File: config.mk
export PLATFORM = sky130hd
export DESIGN_NAME = mem_arb_ctrl
export DESIGN_NICKNAME = d
export VERILOG_FILES = /design/src/rtl/mem_arb_ctrl.sv
export SDC_FILE = /design/constraint.sdc
export NUM_CORES = 1
export LEC_CHECK = 0
export ABC_AREA = 1
export CORE_UTILIZATION = 46
export CTS_CLUSTER_SIZE = 40
export DETAILED_ROUTE_END_ITERATION = 16
export PLACE_DENSITY = 0.93
export SKIP_LAST_GASP = 1
export SYNTH_ARGS = -nofsm -noshare
export SYNTH_HDL_FRONTEND = slang
export SYNTH_SLANG_ARGS = --single-unit
export TNS_END_PERCENT = 50
File: constraint.sdc
create_clock -name clk -period 7.5 [get_ports clk]
set_clock_uncertainty 0.2 [all_clocks]
set_input_delay 1.5 -clock clk [delete_from_list [all_inputs] [get_ports clk]]
set_output_delay 1.5 -clock clk [all_outputs]
set_load 0.1 [all_outputs]
File: src/rtl/mem_arb_ctrl.sv
// mem_arb_ctrl: two-requester (instruction fetch / data) memory controller.
// Round-robin arbitration on ties, one bus transaction at a time, stall on
// bus_busy, abort with err after TIMEOUT wait cycles (0 = never abort).
// All outputs are registered.
// Optional build macro MEMCTRL_BYTE_EN: when defined, D stores drive the
// latched d_be onto bus_be; otherwise every access uses all-ones enables.
module mem_arb_ctrl #(
    parameter int ADDR_W  = 32,
    parameter int DATA_W  = 32,
    parameter int TIMEOUT = 255,
    parameter int CNT_W   = 8
) (
    input  logic                  clk,
    input  logic                  rst,
    input  logic                  i_req,
    input  logic [ADDR_W-1:0]     i_addr,
    output logic                  i_ack,
    output logic [DATA_W-1:0]     i_rdata,
    input  logic                  d_req,
    input  logic                  d_we,
    input  logic [ADDR_W-1:0]     d_addr,
    input  logic [DATA_W-1:0]     d_wdata,
    input  logic [DATA_W/8-1:0]   d_be,
    output logic                  d_ack,
    output logic [DATA_W-1:0]     d_rdata,
    output logic                  bus_rd,
    output logic                  bus_wr,
    output logic [ADDR_W-1:0]     bus_addr,
    output logic [DATA_W-1:0]     bus_wdata,
    output logic [DATA_W/8-1:0]   bus_be,
    input  logic [DATA_W-1:0]     bus_rdata,
    input  logic                  bus_busy,
    output logic                  err
);

    localparam int BE_W = DATA_W / 8;
    localparam logic [CNT_W-1:0] TO_VAL = CNT_W'(TIMEOUT);

    typedef enum logic [1:0] {
        S_IDLE  = 2'd0,
        S_ISSUE = 2'd1,
        S_WAIT  = 2'd2,
        S_RESP  = 2'd3
    } state_t;

    state_t            state, state_nxt;
    logic              last_d;     // 1: D was granted last, 0: I was
    logic              gnt_d;      // current transaction belongs to D
    logic              we_q;       // current transaction is a store
    logic [CNT_W-1:0]  cnt;
    logic [CNT_W-1:0]  cnt_inc;
    logic              to_hit;
    logic              grant_d;
    logic              finish;
    logic              abort;
    logic [DATA_W-1:0] cap_data;
    logic [BE_W-1:0]   store_be;

`ifdef MEMCTRL_BYTE_EN
    assign store_be = d_be;
`else
    // Word-only stores: byte enables are accepted on the port but not used.
    logic unused_be;
    assign unused_be = ^d_be;
    assign store_be  = {BE_W{1'b1}};
`endif

    // On a tie, D wins unless D was the last one served.
    assign grant_d  = d_req && (!i_req || !last_d);
    assign cnt_inc  = cnt + {{(CNT_W-1){1'b0}}, 1'b1};
    assign to_hit   = (TIMEOUT != 0) && (cnt_inc == TO_VAL);
    assign cap_data = (abort || we_q) ? {DATA_W{1'b0}} : bus_rdata;

    // State register.
    always_ff @(posedge clk or posedge rst) begin
        if (rst) state <= S_IDLE;
        else     state <= state_nxt;
    end

    // Next state; flags the cycle a transaction completes or aborts.
    always_comb begin
        state_nxt = state;
        finish    = 1'b0;
        abort     = 1'b0;
        case (state)
            S_IDLE: begin
                if (i_req || d_req) state_nxt = S_ISSUE;
            end
            S_ISSUE: begin
                if (bus_busy) begin
                    state_nxt = S_WAIT;
                end else begin
                    state_nxt = S_RESP;
                    finish    = 1'b1;
                end
            end
            S_WAIT: begin
                // A completing bus beats the timeout in the same cycle.
                if (!bus_busy) begin
                    state_nxt = S_RESP;
                    finish    = 1'b1;
                end else if (to_hit) begin
                    state_nxt = S_RESP;
                    finish    = 1'b1;
                    abort     = 1'b1;
                end
            end
            S_RESP:  state_nxt = S_IDLE;
            default: state_nxt = S_IDLE;
        endcase
    end

    // Registered datapath: grant latch, bus strobes, wait counter, response.
    always_ff @(posedge clk or posedge rst) begin
        if (rst) begin
            last_d    <= 1'b0;
            gnt_d     <= 1'b0;
            we_q      <= 1'b0;
            cnt       <= '0;
            bus_rd    <= 1'b0;
            bus_wr    <= 1'b0;
            bus_addr  <= '0;
            bus_wdata <= '0;
            bus_be    <= '0;
            i_ack     <= 1'b0;
            d_ack     <= 1'b0;
            i_rdata   <= '0;
            d_rdata   <= '0;
            err       <= 1'b0;
        end else begin
            case (state)
                S_IDLE: begin
                    if (i_req || d_req) begin
                        last_d    <= grant_d;
                        gnt_d     <= grant_d;
                        we_q      <= grant_d && d_we;
                        bus_addr  <= grant_d ? d_addr : i_addr;
                        bus_wdata <= grant_d ? d_wdata : {DATA_W{1'b0}};
                        bus_be    <= (grant_d && d_we) ? store_be : {BE_W{1'b1}};
                        bus_rd    <= !(grant_d && d_we);
                        bus_wr    <= grant_d && d_we;
                        cnt       <= '0;
                    end
                end
                S_ISSUE: cnt <= '0;
                S_WAIT:  cnt <= cnt_inc;
                S_RESP: begin
                    i_ack   <= 1'b0;
                    d_ack   <= 1'b0;
                    i_rdata <= '0;
                    d_rdata <= '0;
                    err     <= 1'b0;
                end
                default: ;
            endcase
            if (finish) begin
                bus_rd  <= 1'b0;
                bus_wr  <= 1'b0;
                i_ack   <= !gnt_d;
                d_ack   <= gnt_d;
                i_rdata <= gnt_d ? {DATA_W{1'b0}} : cap_data;
                d_rdata <= gnt_d ? cap_data : {DATA_W{1'b0}};
                err     <= abort;
            end
        end
    end

endmodule
---- Yosys cells after proc, flatten, opt, wreduce, memory -nomap -nowiden ----
Cells that the tools add are included.
storage, ports and cells
  bits in registers ....................... 146
  word-level logic and storage cells ...... 69
operators by class
  reductions and logical operators ........ 17
  equal/unequal tests ..................... 6
  muxes and demuxes ....................... 31
  add/sub/neg operators ................... 1
operators by type and width
  cell                   count
  $mux W32               8
  $pmux W8 S3            1
  $mux W1                16
  $add A8 B1 Y8 const B  1
  $eq A8 B8 Y1 const B   1
  $mux W8                1
  $pmux W2 S4            1
  $reduce_and A2 Y1      4
  $mux W2                3
  $reduce_bool A2 Y1     3
  $eq A2 B2 Y1 const B   2
  $logic_not A1 Y1       3
  $logic_or A1 B1 Y1     3
  $ne A3 B3 Y1 const B   1
  $reduce_bool A3 Y1     1
  $eq A2 B1 Y1 const B   1
  $logic_and A1 B1 Y1    2
  $logic_not A2 Y1       1
  $ne A2 B2 Y1 const B   1
  $pmux W1 S2            1

---- Logic depth before layout (Yosys ltp) ----
  word-level depth ........................ 9
  gate-level depth with buffers ........... 14
  gate-level depth less buffers ........... 12

---- Worst setup path before layout ----
OpenSTA, ideal clock, no wires.
  path type ............................... flip-flop to output port
  from .................................... register, netlist name bus_be[0]
  to ...................................... output port bus_be[1]
  stages on the path, launching flop included .. 2
  arrival ................................. 1.367 ns
  slack ................................... 4.433 ns
  cell sequence ........................... dfrtp_1 -> buf_4
RTL lines
  item           line  source
  end, declared  30    output logic [DATA_W/8-1:0] bus_be,

---- Final worst setup path ----
  from .................................... register bus_rd
  to ...................................... output port bus_rd
RTL lines
  item                    line  source
  start, declared         26    output logic bus_rd,
  start signal, assigned  140   bus_rd <= !(grant_d && d_we);
No word-level cell between the ends.

==> impl_results.md <==
- Routed wire per std cell: 17.1 um
- Quantity of I/O buffers inserted on ports: 270
- Maximum number of pins on one net before global-route repair: 82
- RD Place Congestion: 0.819
- Sequence of cells on the critical path: clkdlybuf4s50_1
- Data required time at the worst endpoint: 5.80 ns
- HPWL reported at the end of detailed placement: 12,800 um
- Maximum fanout encountered on the critical timing path: 2
- I/O pin count: 275
- TritonCTS clock tree: done
- Final Routed Wirelength: 19,300 um
- Tightest slew margin relative to the limit: 24.0%
- Cell type contributing the most total cell area after synthesis: dfrtp_1
- Final setup fails: 0
- Post_cts resized: 0
- Transition time at the pin with the least slew margin: 1.13 ns
- Distinct cell type count after synthesis: 25
- Clock Sink Count: 146
- Vias/cell: 5.44
- Die Outline Area: 14,300 sq um
- Total Nets Final: 1,083
- Count of warnings emitted by yosys: 0
- Highest cell delay on the worst timing path: 1.21 ns
- Post-Syn Area per Cell: 9.12 sq um
- Hold_ws: 0.279 ns
- Maximum number of buffers from clock root to sink: 2
- Syn-to-layout area delta: 53.0%
- Number of max-capacitance violations reported: 0
- Run status: finished, final reports clean
- Critical hold path startpoint: bus_wdata[6]
- Most area-consuming cells after synthesis: dfrtp_1 57%, nand3_1 9.5%, o21ai_0 7.9%
- Share of the synthesized area in the top cell type: 57.4%
- Hold Buf Count CTS: 0
- Worst path bufs/invs: 1
- Critical path's top delay family: buffers and inverters
- Tot GR Track Use: 27.4%
- Via count: 6,137
- Library cell used as clock root buffer: clkbuf_16
- CP endpoint kind: primary output
- Worst Setup SP: bus_rd
- H-Tree Level Count: 4
- Final hold violations: 0
- Cts bufs inserted: 17
- Vias in the first global route: 6,090
- Post-DP Area: 9090 sq um
- RSZ-0062 raised after global routing: no
- Syn Inst Count: 697
- Setup CP Type: reg -> out
- Max-slew violations: 0
- Minimum clock period: 3.68 ns
- Mapped Nets: 842
- Sum of overflow across all layers after global routing: 0
- Setup bufs post-CTS: 0
- Setup crit start kind: register
- Wire length of the first global-routing pass: 30,700 um
- Number of violations reported at the end of detailed-routing iteration 0: 535
- RR Startpoint: state[0]
- Synthesized cell area: 6360 sq um
- Area of the core: 13,300 sq um
- Number of placement rows: 42
- Final ANT Viol Nets: 0
- Die height: 120 um
- CTS clock-pin slew for the worst setup and hold paths: 0.06 ns
- Number of antenna violations at the first check in global routing: 1
- Final cycle utilization of the critical path: 49.1%
- Hold Crit Class: reg -> reg
- Final design area excluding fillers: 9730 sq um
- Fraction of final layout cells with drive strength greater than 1: 7.78%
- Die W: 120 um
- Highest attainable clock frequency: 0.272 GHz
- #FFs+latches synth: 146
- Slowest cell on the critical path: clkdlybuf4s50_1
- DRC errors left: 0
- Post-Route Setup TNS: 0 ns
- Initial Util: 47.6%
- Worst EP arrival: 1.98 ns
- Source-to-sink clock delay at the later pin of the worst-skew pair: 0.41 ns
- Sequential fraction of the synthesis area: 57.4%
- Iteration count of the initial detailed-routing pass: 5
[cells in the final DEF (no fill, tap or decap)]
| cell type | count |
|---|---|
| ha_1 | 7 |
| buf_4 | 7 |
| clkbuf_16 | 17 |
| xor2_1 | 1 |
| o22ai_1 | 6 |
| nor2_2 | 5 |
| clkbuf_1 | 2 |
| o21ai_0 | 101 |
| nand3_1 | 121 |
| nor2_1 | 37 |
| inv_2 | 4 |
| nand3_2 | 21 |
| nand2_1 | 127 |
| clkinv_2 | 3 |
| inv_6 | 2 |
| clkinvlp_4 | 1 |
| nand2_2 | 2 |
| a211oi_1 | 1 |
| diode_2 | 1 |
| o21ai_1 | 37 |
| or2_2 | 1 |
| bufinv_16 | 5 |
| nand2_4 | 2 |
| a21oi_1 | 2 |
| inv_1 | 19 |
| dfrtp_1 | 146 |
| clkdlybuf4s50_1 | 270 |
| nand3_4 | 1 |
| clkinv_4 | 3 |
[synthesized netlist by cell type]
library cell / number
dfrtp_1: 146
nand2_1: 127
nand3_1: 121
o21ai_0: 101
nor2_1: 38
o21ai_1: 37
clkbuf_1: 31
inv_1: 23
nand3_2: 21
buf_2: 11
ha_1: 7
buf_1: 6
o22ai_1: 6
nor2_2: 4
buf_4: 3
buf_6: 3
a21oi_1: 2
nand2_2: 2
nand2_4: 2
a211oi_1: 1
clkbuf_2: 1
inv_2: 1
nand3_4: 1
or2_2: 1
xor2_1: 1
[metal layers]
metal	wire, um	track usage (%)	share of wire (%)	vias up
met5	0	0	0	-
met4	439	11.5	2.3	0
met3	1680	7.65	8.7	32
met2	9570	45.2	50	315
met1	7630	33.7	39	2951
li1	-	-	-	2839
[path summary, 6_finish.rpt]
check | slack (ns) | to | cells past startpoint
worst max-delay path | 3.82 | bus_rd | 1
worst min-delay path | 0.28 | bus_wdata[6] | 2
worst max register to register | 4.64 | cnt[7] | 6
worst min register to register | 0.28 | bus_wdata[6] | 2
max in group asynchronous | 4.39 | bus_rd | 3
min in group asynchronous | 1.38 | d_rdata[0] | 2
[cells by family after synthesis]
logic type | synth area share, %
AOI/OAI and AO/OA | 11.7
xor gates and xnor gates | 0.138
adders and majority gates | 1.38
buffers and inverters | 5.43
DFF | 57.4
and+or+nand+nor | 23.9
[tightest hold or removal path, cell delays in order, from the launching register on]
cell and delay [ns]:
dfrtp_1 0.34, nand2_1 0.05, nand2_1 0.05
[registers in the layout (all words and copies together) (netlist names)]
| signal | flops |
|---|---|
| bus_addr | 32 |
| bus_wdata | 32 |
| d_rdata | 32 |
| i_rdata | 32 |
| cnt | 8 |
| state | 2 |
| bus_be | 1 |
| bus_rd | 1 |
| bus_wr | 1 |
| d_ack | 1 |
| err | 1 |
| gnt_d | 1 |
| i_ack | 1 |
| we_q | 1 |
[area by class of cell]
class / instances / area, sq um
flip-flops and latches: 146 / 3650
clock buffers: 19 / 433
diodes: 1 / 2.50
clock inverters: 13 / 208
well taps: 176 / 220
inverters: 24 / 95.1
fillers: 916 / 3620
repair buffers: 277 / 2760
multi-input cells: 472 / 2360
[through the flow]
step                utilization, %  setup slack [ns]  cells
finish                        72.9              3.82   1128
global route                  72.9              3.65   1128
CTS                           72.9              3.80   1127
detailed placement            68.1              3.45   1095
global placement              68.1              3.48   1095
floorplan                        -              1.88    697
Power is left out: the tool's default activity adds up to more than one toggle a clock period on the data nets, which glitch-free logic cannot reach.
